### src/rtl/iter_span_scanner.sv
// iter_span_scanner: walks rows y_min..y_max (y_max clamped to the screen), requests a span
// [x0,x1] per row from an external span generator with LAT cycles of latency, clips the span
// to the screen and emits one pixel coordinate per cycle in which the consumer is ready.
//
// Ports:
//   clk_i, rst_i          clock, asynchronous active-high reset
//   start_i               begin a scan (sampled only while idle)
//   abort_i               end the running scan at the next edge, no done pulse
//   oe_i                  downstream ready; low stalls the pixel walk
//   y_min_i, y_max_i      row range, latched on start
//   y_o                   current row, drives the span generator
//   x0_i, x1_i            span for y_o (inclusive), valid LAT cycles after y_o changes
//   x_o                   current pixel x
//   drawing_o             pixel (x_o,y_o) is transferred this cycle
//   busy_o                scan in progress
//   done_o                one-cycle pulse on normal completion
//   pix_cnt_o             pixels emitted in the current or most recent scan
module iter_span_scanner #(
  parameter int unsigned CORDW    = 10,
  parameter int unsigned SCREEN_W = 640,
  parameter int unsigned SCREEN_H = 480,
  parameter int unsigned LAT      = 1
) (
  input  logic               clk_i,
  input  logic               rst_i,
  input  logic               start_i,
  input  logic               abort_i,
  input  logic               oe_i,
  input  logic [CORDW-1:0]   y_min_i,
  input  logic [CORDW-1:0]   y_max_i,
  output logic [CORDW-1:0]   y_o,
  input  logic [CORDW-1:0]   x0_i,
  input  logic [CORDW-1:0]   x1_i,
  output logic [CORDW-1:0]   x_o,
  output logic               drawing_o,
  output logic               busy_o,
  output logic               done_o,
  output logic [2*CORDW-1:0] pix_cnt_o
);

  localparam logic [CORDW-1:0] YLast   = CORDW'(SCREEN_H - 1);
  localparam logic [CORDW-1:0] XLast   = CORDW'(SCREEN_W - 1);
  // One bit wider so a screen width of exactly 2^CORDW still compares correctly.
  localparam logic [CORDW:0]   XLimit  = (CORDW + 1)'(SCREEN_W);
  localparam logic [2:0]       LatLast = 3'((LAT == 0) ? 0 : LAT - 1);

  typedef enum logic [2:0] {StIdle, StWait, StSample, StDraw, StNext} state_e;

  state_e               state_q, state_d;
  state_e               row_entry;
  logic [CORDW-1:0]     y_q, y_d;
  logic [CORDW-1:0]     ye_q, ye_d;
  logic [CORDW-1:0]     x_q, x_d;
  logic [CORDW-1:0]     xe_q, xe_d;
  logic [2:0]           lat_q, lat_d;
  logic                 busy_q, busy_d;
  logic                 done_q, done_d;
  logic [2*CORDW-1:0]   pix_q, pix_d;
  logic [CORDW-1:0]     ye_clamp;
  logic [CORDW-1:0]     xe_clip;
  logic                 row_empty;
  logic                 drawing;

  assign drawing   = (state_q == StDraw) && oe_i;
  assign ye_clamp  = (y_max_i > YLast) ? YLast : y_max_i;
  assign xe_clip   = (x1_i > XLast) ? XLast : x1_i;
  assign row_empty = (x0_i > x1_i) || ({1'b0, x0_i} >= XLimit);

  // With no generator latency the span is already valid the cycle after y changes.
  always_comb begin
    if (LAT == 0) begin
      row_entry = StSample;
    end else begin
      row_entry = StWait;
    end
  end

  always_comb begin
    state_d = state_q;
    y_d     = y_q;
    ye_d    = ye_q;
    x_d     = x_q;
    xe_d    = xe_q;
    lat_d   = lat_q;
    busy_d  = busy_q;
    done_d  = 1'b0;
    pix_d   = pix_q;

    if (drawing) begin
      pix_d = pix_q + (2 * CORDW)'(1);
    end

    unique case (state_q)
      StIdle: begin
        if (start_i && !abort_i) begin
          ye_d   = ye_clamp;
          y_d    = y_min_i;
          pix_d  = '0;
          busy_d = 1'b1;
          lat_d  = '0;
          // An empty range goes straight to NEXT, which ends the scan since y > ye.
          state_d = (y_min_i > ye_clamp) ? StNext : row_entry;
        end
      end
      StWait: begin
        if (lat_q == LatLast) begin
          state_d = StSample;
        end else begin
          lat_d = lat_q + 3'd1;
        end
      end
      StSample: begin
        if (row_empty) begin
          state_d = StNext;
        end else begin
          x_d     = x0_i;
          xe_d    = xe_clip;
          state_d = StDraw;
        end
      end
      StDraw: begin
        if (oe_i) begin
          if (x_q == xe_q) begin
            state_d = StNext;
          end else begin
            x_d = x_q + CORDW'(1);
          end
        end
      end
      StNext: begin
        // >= rather than == also terminates the empty-range case.
        if (y_q >= ye_q) begin
          state_d = StIdle;
          busy_d  = 1'b0;
          done_d  = 1'b1;
        end else begin
          y_d     = y_q + CORDW'(1);
          lat_d   = '0;
          state_d = row_entry;
        end
      end
      default: state_d = StIdle;
    endcase

    // Abort still counts a pixel transferred in the abort cycle itself.
    if (abort_i && (state_q != StIdle)) begin
      state_d = StIdle;
      busy_d  = 1'b0;
      done_d  = 1'b0;
      x_d     = x_q;
      y_d     = y_q;
    end
  end

  always_ff @(posedge clk_i or posedge rst_i) begin
    if (rst_i) begin
      state_q <= StIdle;
      y_q     <= '0;
      ye_q    <= '0;
      x_q     <= '0;
      xe_q    <= '0;
      lat_q   <= '0;
      busy_q  <= 1'b0;
      done_q  <= 1'b0;
      pix_q   <= '0;
    end else begin
      state_q <= state_d;
      y_q     <= y_d;
      ye_q    <= ye_d;
      x_q     <= x_d;
      xe_q    <= xe_d;
      lat_q   <= lat_d;
      busy_q  <= busy_d;
      done_q  <= done_d;
      pix_q   <= pix_d;
    end
  end

  assign y_o       = y_q;
  assign x_o       = x_q;
  assign drawing_o = drawing;
  assign busy_o    = busy_q;
  assign done_o    = done_q;
  assign pix_cnt_o = pix_q;

endmodule

### config.mk
export PLATFORM = sky130hd
export DESIGN_NAME = iter_span_scanner
export DESIGN_NICKNAME = d
export VERILOG_FILES = /design/src/rtl/iter_span_scanner.sv
export SDC_FILE = /design/constraint.sdc
export NUM_CORES = 1
export LEC_CHECK = 0
export ABC_CLOCK_PERIOD_IN_PS = 2100
export BUFFER_PORTS_ARGS = -buffer_cell sky130_fd_sc_hd__buf_2
export CORE_ASPECT_RATIO = 0.9
export CORE_MARGIN = 2
export CORE_UTILIZATION = 35
export CTS_CLUSTER_DIAMETER = 50
export DETAILED_ROUTE_END_ITERATION = 8
export GPL_ROUTABILITY_DRIVEN = 0
export SLEW_MARGIN = 10
export SYNTH_ARGS = -nofsm -noshare
export SYNTH_HDL_FRONTEND = slang
export SYNTH_SLANG_ARGS = --single-unit
### constraint.sdc
create_clock -name clk_i -period 2.1 [get_ports clk_i]
set_input_delay 0.105 -clock clk_i [delete_from_list [all_inputs] [get_ports clk_i]]
set_output_delay 0.105 -clock clk_i [all_outputs]
set_load 0.005 [all_outputs]
## Word level (Yosys, flattened, before mapping)

Index checks and enable logic that the tools add are counted.

- Bits in registers: 68
- Input bits: 45
- Output and inout bits: 43
- Logic and storage cells: 88

- Add/sub/neg operators: 4
- Order comparisons: 6
- Equality and inequality tests: 16
- Muxes and demuxes: 32
- Bitwise operators: 2
- Reductions and logical operators: 19

Operators with widths:

| kind | count |
|---|---|
| 2-to-1 mux 10 bit | 7 |
| 2-to-1 mux 20 bit | 3 |
| case mux 10 bit (2 select lines) | 2 |
| 2-to-1 mux 3 bit | 10 |
| adder 10 x 1 -> 10 bit, second input constant | 2 |
| adder 20 x 1 -> 20 bit, second input constant | 1 |
| > comparator 10 bit | 2 |
| case mux 3 bit (5 select lines) | 1 |
| != test 2 bit, second input constant | 6 |
| AND reduction 4 bit | 3 |
| == test 10 bit | 1 |
| >= comparator 10 bit | 1 |
| >= comparator 10 bit, second input constant | 1 |
| > comparator 10 bit, second input constant | 1 |
| > comparator 10 x 9 -> 1 bit, second input constant | 1 |
| != test 3 bit, second input constant | 3 |
| case mux 3 bit (3 select lines) | 1 |
| nonzero test 3 bit | 3 |
| 2-to-1 mux 1 bit | 7 |
| == test 3 x 2 -> 1 bit, second input constant | 2 |
| zero test 3 bit | 2 |
| AND reduction 5 bit | 1 |
| AND reduction 2 bit | 2 |
| nonzero test 2 bit | 2 |
| other kinds (11) | 14 |

## Longest topological paths before layout

Gate-level depths: netlist (run 1).

- Depth after elaboration: 7
- Gate-level depth with buffers: 10
- Gate-level depth less buffers: 10

## Worst setup path before layout (run 1)

No wires, ideal clock.

- Kind: register to register
- From: register y_q[7], in the netlist y_o[7]
- To: register y_q[0], in the netlist y_o[0]
- Library setup time: 126 ps
- Arrival: 1959 ps
- Data required time: 1974 ps
- Slack: 15 ps
- Stages on the path, launching flop included: 8
- Path buffers: 0
- Period minus slack after synthesis: 2085 ps
- Path through: dfrtp_1 -> ha_1 -> a21oi_1 -> nor2_1 -> a2111oi_4 -> a31oi_2 -> nand2b_4 -> a221o_1

- Word-level cells in the longest chain between the ends: 3

Ends and longest elaborated chain:

| what | RTL line | RTL |
|---|---|---|
| from (decl) | 51 | `logic [CORDW-1:0] y_q, y_d;` |
| from (signal assigned) | 168 | `y_q <= y_d;` |
| >= comparator 10 bit | 132 | `if (y_q >= ye_q) begin` |
| != test 2 bit (no source line) | n/a |  |
| AND reduction 4 bit (no source line) | n/a |  |

Every way passes these cells.
A chain may end at the register's enable or synchronous reset.

## Worst setup path in the final report (run 1)

- From: register y_q[6], in the netlist y_o[6]
- To: register y_q[0], in the netlist y_o[0]

Same word-level chain as after synthesis.

==> metrics.md, run 1 <==
| Metric | Value |
|---|---|
| Post-synthesis xor/xnor area fraction | `about 5.6%` |
| CP Depth | `7` |
| Max incr delay on CP | `slightly above 0.4 ns` |
| Synth area leader | `dfrtp_1` |
| Most frequent cell after synthesis | `dfrtp_1` |
| Nets | `between 600 and 700` |
| Final setup fails | `2` |
| Number of synthesized flops with an enable pin | `0` |
| TritonCTS Buffers | `9` |
| End point of the critical path | `y_o[0]$_DFFE_PP0P_` |
| Initial antenna violation count | `0` |
| Post-DR wirelength/cell | `between 15 and 20 microns` |
| Final period util | `101%` |
| # DRC | `0` |
| Required @ worst endpoint | `2.31 ns` |
| Min-delay worst type | `in2reg` |
| Root buf cell | `clkbuf_16` |
| Final hold vios | `0` |
| Flop pwr share | `29.4%` |
| Seq/Total Area, Yosys | `approximately 38%` |
| Total net switching power | `about 0.0029 W` |
| Clk sinks | `68` |
| WHS | `approximately 0.067 ns` |
| Outcome | `complete, but fails checks` |
| TNS Setup | `-0.0341 ns` |
| Vias | `a little over 4k` |
| Mapped Area | `0.00450 sq mm` |
| Clock network power share | `between 20 and 25%` |
| Syn-to-layout area delta | `29.5%` |
| VDD IR max | `between 0.4 and 0.5 mV` |
| Max-slew violations | `0` |
| Crit. End Element | `flip-flop` |
| CP top delay family | `compound AO/OA/AOI/OAI gates` |
| DR iter-0 viols | `288` |
| Fmax | `about 470 MHz` |
| Pleak | `about 2.8 nW` |
| RSZ-0062 raised after global routing | `yes` |
| Crit path buf inv count | `0` |
| Vias per cell | `around 5.3` |
| Synth Area in Adders | `under 10%` |
| Largest net degree at the start of global routing | `48` |
| R2R depth | `7` |
| PD cells | `1260 mW/mm^2` |
| Port bufs | `87` |
| Initial core utilization | `a little over a third` |
| Pre-Repair DR Iteration Count | `4` |
| Synth Instances | `approximately 490` |
| MaxCap Viol Count | `0` |
| Critical path launch point | `y_o[6]$_DFFE_PP0P_` |
| Maximum fanout along the worst path | `3` |
| IO Pins | `88` |
| Main combinational cell family by area after synthesis | `simple AND/OR/NAND/NOR gates` |
| Number of synthesis warnings | `0` |
| #FFs+latches synth | `approximately 70` |
| Tmin final | `between 2 and 2.5 ns` |
| Crit Path Class | `reg2reg` |
| Startpoint types | `flip-flop` |
| Reg2reg start | `y_o[6]$_DFFE_PP0P_` |
| Worst-Margin Slew | `0.926 ns` |
| H-tree levels | `3` |
| Sw frac | `39.1%` |
| Syn Area/Cell | `9.29 sq um` |
| Gr usage total | `18.5%` |
| Gate power share | `49.8%` |
| Compound-Gate Fraction of Synth Area | `between 10% and 20%` |
| Clk Latency, worst-skew pair | `approximately 0.34 ns` |
| Largest buffer count on any clock path | `2` |
| Rows | `39` |
| Slowest stage cell, crit path | `a2111oi_4` |
| Ant. Diodes | `0` |
| Vias in the first global route | `4004` |
| Die Height | `112 microns` |
| Post-Syn Nets | `about 570` |
| Mux cell area share after synthesis | `3.64%` |
| Top FF cell, synth | `dfrtp_1` |
| Skew final | `0.00495 ns` |
| Cell breakdown of the critical path | `ha_1 -> nand4_1 -> a211oi_2 -> a2111oi_4 -> a31oi_4 -> nand2b_4 -> a221o_1` |
| Setup ws final | `-0.0294 ns` |
| Die area | `between 0.01 and 0.015 sq mm` |
| Worst-path clk slew | `roughly 0.05 ns` |
| Fraction of layout cells with a size suffix above 1 | `30.8%` |
| Synth Area in Simple Gates | `21.9%` |
| First-pass GRT wire length | `approximately 20000 microns` |
| Total global routing overflow | `0` |
| Util after Layout | `a little under half` |
| Post-detail-place hpwl | `just over 9000 microns` |
| Synth top cells by count | `dfrtp_1 (68), nor2_1 (50), nand2_1 (44), o21ai_0 (40), ha_1 (35)` |
| Core box area | `between 0.01 and 0.015 sq mm` |
| Int Pwr | `~0.0045 W` |
| Share of the synthesized area in the top cell type | `between 30 and 40%` |
| Chip width | `around 120 microns` |
| Asr flop ratio synth | `100%` |
| Synth unique cells | `67` |
| Crit path DAT | `between 2 and 2.5 ns` |
| CTS tree | `done` |
| Final WL | `about 13000 microns` |
| Failing checks | `setup timing` |
| Relative slew slack | `between 30% and 40%` |
| R2R setup slack | `-0.03 ns` |
| FF-to-FF End | `y_o[0]$_DFFE_PP0P_` |
| Largest cells by area after synthesis | `dfrtp_1 (38%), ha_1 (9.7%), xor2_1 (4.5%), o21ai_0 (4.4%), nor2_1 (4.2%)` |
| Detail Route Antenna Nets | `0` |
-- worst min-delay path by stage --
stage	startpoint	endpoint	slack, ns	cells past startpoint
CTS	abort_i	done_o$_DFF_PP0_	0.05	2
detailed placement	rst_i	pix_cnt_o[3]$_DFF_PP0_	0.16	2
global placement	rst_i	pix_cnt_o[0]$_DFF_PP0_	0.15	2
global route	y_min_i[0]	y_o[0]$_DFFE_PP0P_	0.08	2
finish	y_min_i[0]	y_o[0]$_DFFE_PP0P_	0.07	2
floorplan	abort_i	done_o$_DFF_PP0_	0.18	1
-- power by group through the flow --
stage	combinational [W]	sequential (W)	clock, W
finish	0.00365	0.00216	0.00152
global route	0.00404	0.00221	0.00161
CTS	0.00325	0.00212	0.00156
detailed placement	0.00319	0.00213	0
global placement	0.00312	0.00212	0
floorplan	0.00202	0.00212	0
-- repair_timing --
action | CTS | global route
hold buffers | 1 | 0
resized for setup | 6 | 35
gates cloned | 0 | 1
pin swaps | 1 | 11
setup endpoints to repair | 8 | 17
hold endpoints to repair | 21 | 0
setup buffers | 0 | 1
-- state kept, by name, indices dropped and copies added, names as in the netlist --
register	count
lat_q	3
busy_o	1
xe_q	10
x_o	10
ye_q	10
y_o	10
state_q	3
pix_cnt_o	20
done_o	1
-- per-layer routing --
metal  wire (microns)  track usage [%]  share of wire (%)  up-vias
li1                 -                -                  -     1986
met2             6050             29.5                 48      117
met5                0                0                  0        -
met4              138             4.77                1.1        0
met1             5700             25.5                 46     1974
met3              625             4.00                5.0       11
-- area by class of cell --
cell class | instances | area, sq um
Clock buffer | 15 | 268
Clock inverter | 1 | 30.0
Fill cell | 1239 | 6810
Inverter | 34 | 128
Multi-Input combinational cell | 370 | 2770
Sequential cell | 68 | 1700
Tap cell | 164 | 205
Timing Repair Buffer | 123 | 728
-- per-stage QoR --
stage	power, W	setup WS, ns	cell area (sq um)	cells
6_report	0.00732	-0.0294	5830	775
5_1_grt	0.00786	-0.0923	5830	775
4_1_cts	0.00693	0.0181	5650	773
3_5_place_dp	0.00532	-0.0912	5320	756
3_3_place_gp	0.00525	-0.0482	5320	756
2_1_floorplan	0.00415	0.0149	4500	485
-- cell usage in the layout (no fill, tap or decap), types with 3 or more instances in the layout --
cell,n
dfrtp_1,68
nand4_1,9
xor2_1,23
and3_1,8
nor2_4,3
nand2_1,44
inv_1,32
buf_2,87
nand3_1,21
buf_4,32
a211oi_1,3
clkbuf_1,4
a31oi_1,5
nor3b_1,3
a2bb2oi_2,3
clkbuf_16,9
a2bb2oi_1,9
a21oi_1,15
xnor2_1,6
o21ai_0,31
ha_4,6
nor4_4,3
ha_1,29
nand3b_1,3
o21ai_2,3
o21ai_1,10
o22ai_1,3
mux2_2,9
and4_1,5
nor2_1,49
nor3_1,12
-- logic make-up after synthesis --
group | count (synthesis)
fa+ha+maj | 35
buf+inv | 47
mux | 14
other cells | 1
flops | 68
simple gates | 184
xor+xnor | 29
compound gates | 107
No activity file was read; power rests on OpenSTA's default activity.
==> inputs of run 2 (changes only) <==
--- a/config.mk
+++ b/config.mk
@@ -9,10 +9,12 @@
 export BUFFER_PORTS_ARGS = -buffer_cell sky130_fd_sc_hd__buf_2
 export CORE_ASPECT_RATIO = 0.9
 export CORE_MARGIN = 2
-export CORE_UTILIZATION = 35
+export CORE_UTILIZATION = 47
 export CTS_CLUSTER_DIAMETER = 50
 export DETAILED_ROUTE_END_ITERATION = 8
 export GPL_ROUTABILITY_DRIVEN = 0
+export HOLD_SLACK_MARGIN = 0.15
+export PLACE_DENSITY = 0.72
 export SLEW_MARGIN = 10
 export SYNTH_ARGS = -nofsm -noshare
 export SYNTH_HDL_FRONTEND = slang
==> run 2 against run 1 <==
Compared with the run above: non-clock buffer count increased by 41; total power decreased by 0.66%; core utilization increased by 20 points; the flow still finishes with violations (setup timing); critical endpoint is now y_o[9]$_DFFE_PP0P_; clock power decreased by 7%; register-to-register slack about the same; largest power group unchanged; critical path type unchanged; global-route usage increased by 6.4 points; final cell count decreased by 0.26%.
==> metrics.md, run 2 (synthesis results as in run 1) <==
| Metric | Value |
|---|---|
| Outcome | `complete, but fails checks` |
| Failing checks | `setup timing` |
| Ant. Diodes | `0` |
| DR iter-0 viols | `around 310` |
| Rows | `33` |
| Tmin final | `2.14 ns` |
| Vias in the first global route | `4266` |
| Gr usage total | `24.9%` |
| Crit Path Class | `reg2reg` |
| WHS | `0.167 ns` |
| Clk sinks | `slightly below 70` |
| Most common cell after layout, fill and taps aside | `buf_2` |
| Fill cells | `~740` |
| Crit. End Element | `flip-flop` |
| Startpoint types | `flip-flop` |
| Metal1 wirelength | `about 5600 microns` |
| R2R setup slack | `-0.04 ns` |
| Crit path DAT | `around 2.4 ns` |
| Metal2 WL | `6140 microns` |
| Relative slew slack | `51.0%` |
| MaxCap Viol Count | `0` |
| Worst-path clk slew | `0.08 ns` |
| Commonest cells after routing, fill and taps aside | `buf_2 (88), dfrtp_1 (68), nor2_1 (48)` |
| Die Height | `between 90 and 100 microns` |
| Vias per cell | `between 5 and 6` |
| Largest net degree at the start of global routing | `32` |
| Top sig layer | `met4` |
| Die area | `a little over 0.01 sq mm` |
| Fmax | `approximately 470 MHz` |
| PD cells | `roughly 1200 mW/mm^2` |
| Core box area | `0.00921 sq mm` |
| Place WS | `-0.146 ns` |
| Total global routing overflow | `0` |
| Skew final | `approximately 0.0096 ns` |
| Routed wl met3 | `783 microns` |
| Worst-Margin Slew | `0.733 ns` |
| Max reg flops | `20` |
| IO Pins | `88` |
| # DRC | `0` |
| Chip width | `between 100 and 150 microns` |
| VDD IR max | `~0.6 mV` |
| Cell breakdown of the critical path | `ha_1 -> nand4_1 -> a211oi_2 -> a2111oi_4 -> a31oi_4 -> buf_6 -> o31ai_4 -> o21ai_1` |
| Pre-Repair DR Iteration Count | `6` |
| Placed Area | `~0.0053 sq mm` |
| Max-slew violations | `0` |
| Post-DR wirelength/cell | `roughly 17 microns` |
| Initial core utilization | `48.9%` |
| TritonCTS Buffers | `9` |
| Final period util | `102%` |
| Syn-to-layout area delta | `36.0%` |
| Final setup fails | `4` |
| Port bufs | `slightly below 90` |
| Slowest stage cell, crit path | `a2111oi_4` |
| Pleak | `2.95 nW` |
| Clk Latency, worst-skew pair | `between 0.3 and 0.4 ns` |
| Fraction of layout cells with a size suffix above 1 | `30.0%` |
| Final WL | `roughly 13000 microns` |
| Post-detail-place hpwl | `9400 microns` |
| Max incr delay on CP | `around 0.43 ns` |
| Final hold vios | `0` |
| RSZ-0062 raised after global routing | `yes` |
| Initial antenna violation count | `0` |
| Maximum fanout along the worst path | `5` |
| Nets | `roughly 730` |
| H-tree levels | `3` |
| Setup ws final | `-0.0438 ns` |
| Largest buffer count on any clock path | `2` |
| First-pass GRT wire length | `20700 microns` |
| CTS tree | `done` |
| Final instance area | `between 0.006 and 0.007 sq mm` |
| Detail Route Antenna Nets | `0` |
| Required @ worst endpoint | `about 2.3 ns` |
| Vias | `around 4.3k` |
| Min-delay worst type | `in2reg` |
| Root buf cell | `clkbuf_8` |
-- run 2: path summary, 6_finish.rpt --
kind                                     startpoint                     end  cells after the start
worst max-delay path             y_o[6]$_DFFE_PP0P_      y_o[9]$_DFFE_PP0P_                      8
worst min-delay path                        x1_i[8]     xe_q[8]$_DFFE_PP0P_                      4
worst max register to register   y_o[6]$_DFFE_PP0P_      y_o[9]$_DFFE_PP0P_                      8
worst min register to register  ye_q[7]$_DFFE_PP0P_     ye_q[7]$_DFFE_PP0P_                      2
max in group asynchronous                     rst_i      y_o[4]$_DFFE_PP0P_                      4
min in group asynchronous                     rst_i  pix_cnt_o[5]$_DFF_PP0_                      3
-- run 2: critical path, delay by kind of cell (launching register included) --
kind | cells | cell delay [ns]
fa+ha+maj | 1 | 0.31
compound gates | 5 | 1.01
buf+inv | 1 | 0.17
simple gates | 1 | 0.14
flops | 1 | 0.39
-- run 2: layout make-up --
cell class              instances  area, sq um  area share [%]
repair buffers                164         1130            18.4
clock buffers                   9          124            2.02
inverters                      34          128            2.08
clock inverters                 6          138            2.25
well taps                     122          153            2.49
flip-flops and latches         68         1700            27.8
multi-input cells             370         2750            44.9
-- run 2: where the power goes --
group	internal, W	leakage [nW]	switching (W)	total, W
sequential	0.00174	0.856	0.000405	0.00215
clock	0.000906	0.129	0.000515	0.00142
combinational	0.00178	1.97	0.00193	0.00371
-- run 2: metal layers --
metal,global-route usage (%),up-vias
met3,4.78,28
met2,40.3,172
met1,33.4,2083
met4,8.39,0
li1,-,2061
met5,0,-
-- run 2: timing repair --
action | in CTS | in global routing
endpoints found under the hold margin | 57 | 0
resized for setup | 12 | 28
setup buffers | 0 | 4
gates cloned | 0 | 1
pin swaps | 4 | 10
setup endpoints to repair | 13 | 19
hold buffers | 38 | 0
-- run 2: metrics by stage --
stage / instances / TNS [ns] / power (W) / util, %
after global routing: 773 / -1.03 / 0.00777 / 66.5
after detailed placement: 715 / -1.30 / 0.00530 / 57.3
after CTS: 768 / 0 / 0.00693 / 64.8
after global placement: 715 / -0.403 / 0.00518 / 57.3
final: 773 / -0.127 / 0.00728 / 66.5
after floorplan: 485 / 0 / 0.00415 / -
==> inputs of run 3 (changes only) <==
--- a/config.mk
+++ b/config.mk
@@ -8,13 +8,12 @@
 export ABC_CLOCK_PERIOD_IN_PS = 2100
 export BUFFER_PORTS_ARGS = -buffer_cell sky130_fd_sc_hd__buf_2
 export CORE_ASPECT_RATIO = 0.9
-export CORE_MARGIN = 2
 export CORE_UTILIZATION = 47
 export CTS_CLUSTER_DIAMETER = 50
 export DETAILED_ROUTE_END_ITERATION = 8
 export GPL_ROUTABILITY_DRIVEN = 0
 export HOLD_SLACK_MARGIN = 0.15
-export PLACE_DENSITY = 0.72
+export PLACE_DENSITY = 0.79
 export SLEW_MARGIN = 10
 export SYNTH_ARGS = -nofsm -noshare
 export SYNTH_HDL_FRONTEND = slang
==> run 3 against run 2 <==
Compared with the run above: die area fell by 3.9%; routed wire length is 0.63% higher; clock skew down 0.0036 ns; total power increased by 0.25%; critical path depth stayed put; register-to-register slack gained 0.04 ns; final area is 0.27% lower; clock-buffer cell count up 2; via count grew 1.1%; largest power group unchanged; combinational power rose by 4%; maximum frequency increased by 1.8%; the flow still finishes with violations (setup timing); highest routed layer unchanged; critical path type unchanged.
==> metrics.md, run 3 (synthesis results as in run 1) <==
| Metric | Value |
|---|---|
| TNS Setup | `-0.00658 ns` |
| Die Height | `94.9 microns` |
| Outcome | `complete, but fails checks` |
| DR iter-0 viols | `~260` |
| MaxCap Viol Count | `0` |
| Initial antenna violation count | `0` |
| Die area | `between 0.009 and 0.01 sq mm` |
| Pleak | `about 2.9 nW` |
| Vias per cell | `5.69` |
| IO Pins | `a little under 90` |
| Fraction of layout cells with a size suffix above 1 | `between 30% and 40%` |
| Commonest cells after routing, fill and taps aside | `buf_2 (87), dfrtp_1 (68), nor2_1 (48)` |
| Pre-Repair DR Iteration Count | `5` |
| Final hold vios | `0` |
| Detail Route Antenna Nets | `0` |
| Largest buffer count on any clock path | `2` |
| Most common cell after layout, fill and taps aside | `buf_2` |
| First-pass GRT wire length | `20300 microns` |
| Placed cells | `~710` |
| H-tree levels | `3` |
| Min-delay worst type | `in2reg` |
| RSZ-0062 raised after global routing | `yes` |
| Max reg flops | `20` |
| Syn-to-layout area delta | `35.6%` |
| CTS tree | `done` |
| Worst-Margin Slew | `about 0.84 ns` |
| Max-slew violations | `0` |
| Clk Latency, worst-skew pair | `~0.34 ns` |
| Tmin final | `2.11 ns` |
| Slowest stage cell, crit path | `dfrtp_1` |
| Port bufs | `87` |
| Setup ws final | `-0.00658 ns` |
| Vias in the first global route | `4242` |
| Startpoint types | `flip-flop` |
| Skew final | `between 0.005 and 0.006 ns` |
| Root buf cell | `clkbuf_8` |
| Cell breakdown of the critical path | `ha_4 -> a41oi_2 -> or3_4 -> a31oi_4 -> buf_6 -> buf_4 -> nor2_2 -> a2bb2oi_2` |
| Non-Filler Instances | `772` |
| TritonCTS Buffers | `9` |
| Crit. End Element | `flip-flop` |
| PD cells | `1190 mW/mm^2` |
| CP top delay family | `compound AO/OA/AOI/OAI gates` |
| Vias | `around 4.4k` |
| Maximum fanout along the worst path | `6` |
| Final setup fails | `1` |
| Initial core utilization | `between 40% and 50%` |
| Rows | `33` |
| Crit path buf inv count | `2` |
| Largest net degree at the start of global routing | `42` |
| Chip width | `105 microns` |
| Post-detail-place hpwl | `a little over 9000 microns` |
| Fill cells | `between 700 and 800` |
| Crit Path Class | `reg2reg` |
| # DRC | `0` |
| Max incr delay on CP | `around 0.43 ns` |
| Register Area | `0.00170 sq mm` |
| Crit path DAT | `2.33 ns` |
| Final period util | `100%` |
| Fmax | `about 470 MHz` |
| Worst-path clk slew | `0.07 ns` |
| Total global routing overflow | `0` |
| Clk sinks | `68` |
| Final WL | `roughly 13000 microns` |
| Required @ worst endpoint | `2.32 ns` |
| Core box area | `between 0.009 and 0.01 sq mm` |
| Ant. Diodes | `0` |
| Post-DR wirelength/cell | `between 15 and 20 microns` |
| Gr usage total | `26.0%` |
| VDD IR max | `about 0.61 mV` |
| Relative slew slack | `between 40% and 50%` |
| Area occupied by multi-input gates | `around 0.0028 sq mm` |
| Nets | `726` |
| Failing checks | `setup timing` |
## run 3: cell count changes in the layout (fill, tap and decap cells not counted), sizes merged
cell / before / now
dlygate4sd3: 38 / 37
bufinv: 4 / 2
clkbuf: 9 / 11
clkinv: 2 / 1
clkinvlp: 0 / 1
## run 3: power by group
part           switching (W)  total, W  leakage, nW  internal (W)
Sequential          0.000459   0.00220        0.856       0.00174
Clock               0.000505   0.00123        0.111      0.000725
Combinational        0.00199   0.00386         1.97       0.00188
## run 3: through the flow
step	utilization [%]	worst slack [ns]	power [W]	hold WS [ns]	area, sq um
global placement	57.1	-0.0277	0.00517	0.209	5260
detailed placement	57.1	-0.136	0.00533	0.218	5260
global route	66.4	-0.0824	0.00772	0.175	6110
finish	66.4	-0.00658	0.00729	0.168	6110
CTS	63.9	-0.0182	0.00671	0.151	5880
floorplan	-	0.0149	0.00415	0.177	4500
## run 3: worst min-delay path, stage by stage
cell       delay, ns
buf_2           0.12
o21ai_0         0.17
a2bb2oi_1       0.07
## run 3: final timing paths
kind / startpoint / endpoint / slack [ns] / cells after the start
max in group asynchronous: rst_i / xe_q[4]$_DFFE_PP0P_ / 1.07 / 4
setup reg to reg: y_o[3]$_DFFE_PP0P_ / y_o[4]$_DFFE_PP0P_ / -0.007 / 8
setup / recovery: y_o[3]$_DFFE_PP0P_ / y_o[4]$_DFFE_PP0P_ / -0.007 / 8
hold / removal: x0_i[6] / x_o[6]$_DFFE_PP0P_ / 0.17 / 3
hold reg to reg: ye_q[4]$_DFFE_PP0P_ / ye_q[4]$_DFFE_PP0P_ / 0.50 / 2
min in group asynchronous: rst_i / pix_cnt_o[4]$_DFF_PP0_ / 0.38 / 3
## run 3: timing repair
action / in CTS / in global routing
hold endpoints to repair: 61 / 0
setup buffers: 0 / 6
pin swaps: 1 / 12
gates resized for setup: 6 / 31
hold buffers: 37 / 0
gates cloned: 0 / 1
endpoints found under the setup margin: 11 / 14
## run 3: area by class of cell
type,count,share of cell area [%]
multi-input cells,370,45.5
flip-flops and latches,68,27.9
repair buffers,163,18.4
well taps,122,2.50
clock buffers,11,2.48
inverters,34,2.09
clock inverters,4,1.19
## run 3: metal layers
layer,vias up,global-route usage (%),routed length [microns]
met1,2141,32.7,5600
met2,158,44.5,6250
met3,34,5.38,666
li1,2058,-,-
met5,-,0,0
met4,0,9.74,359
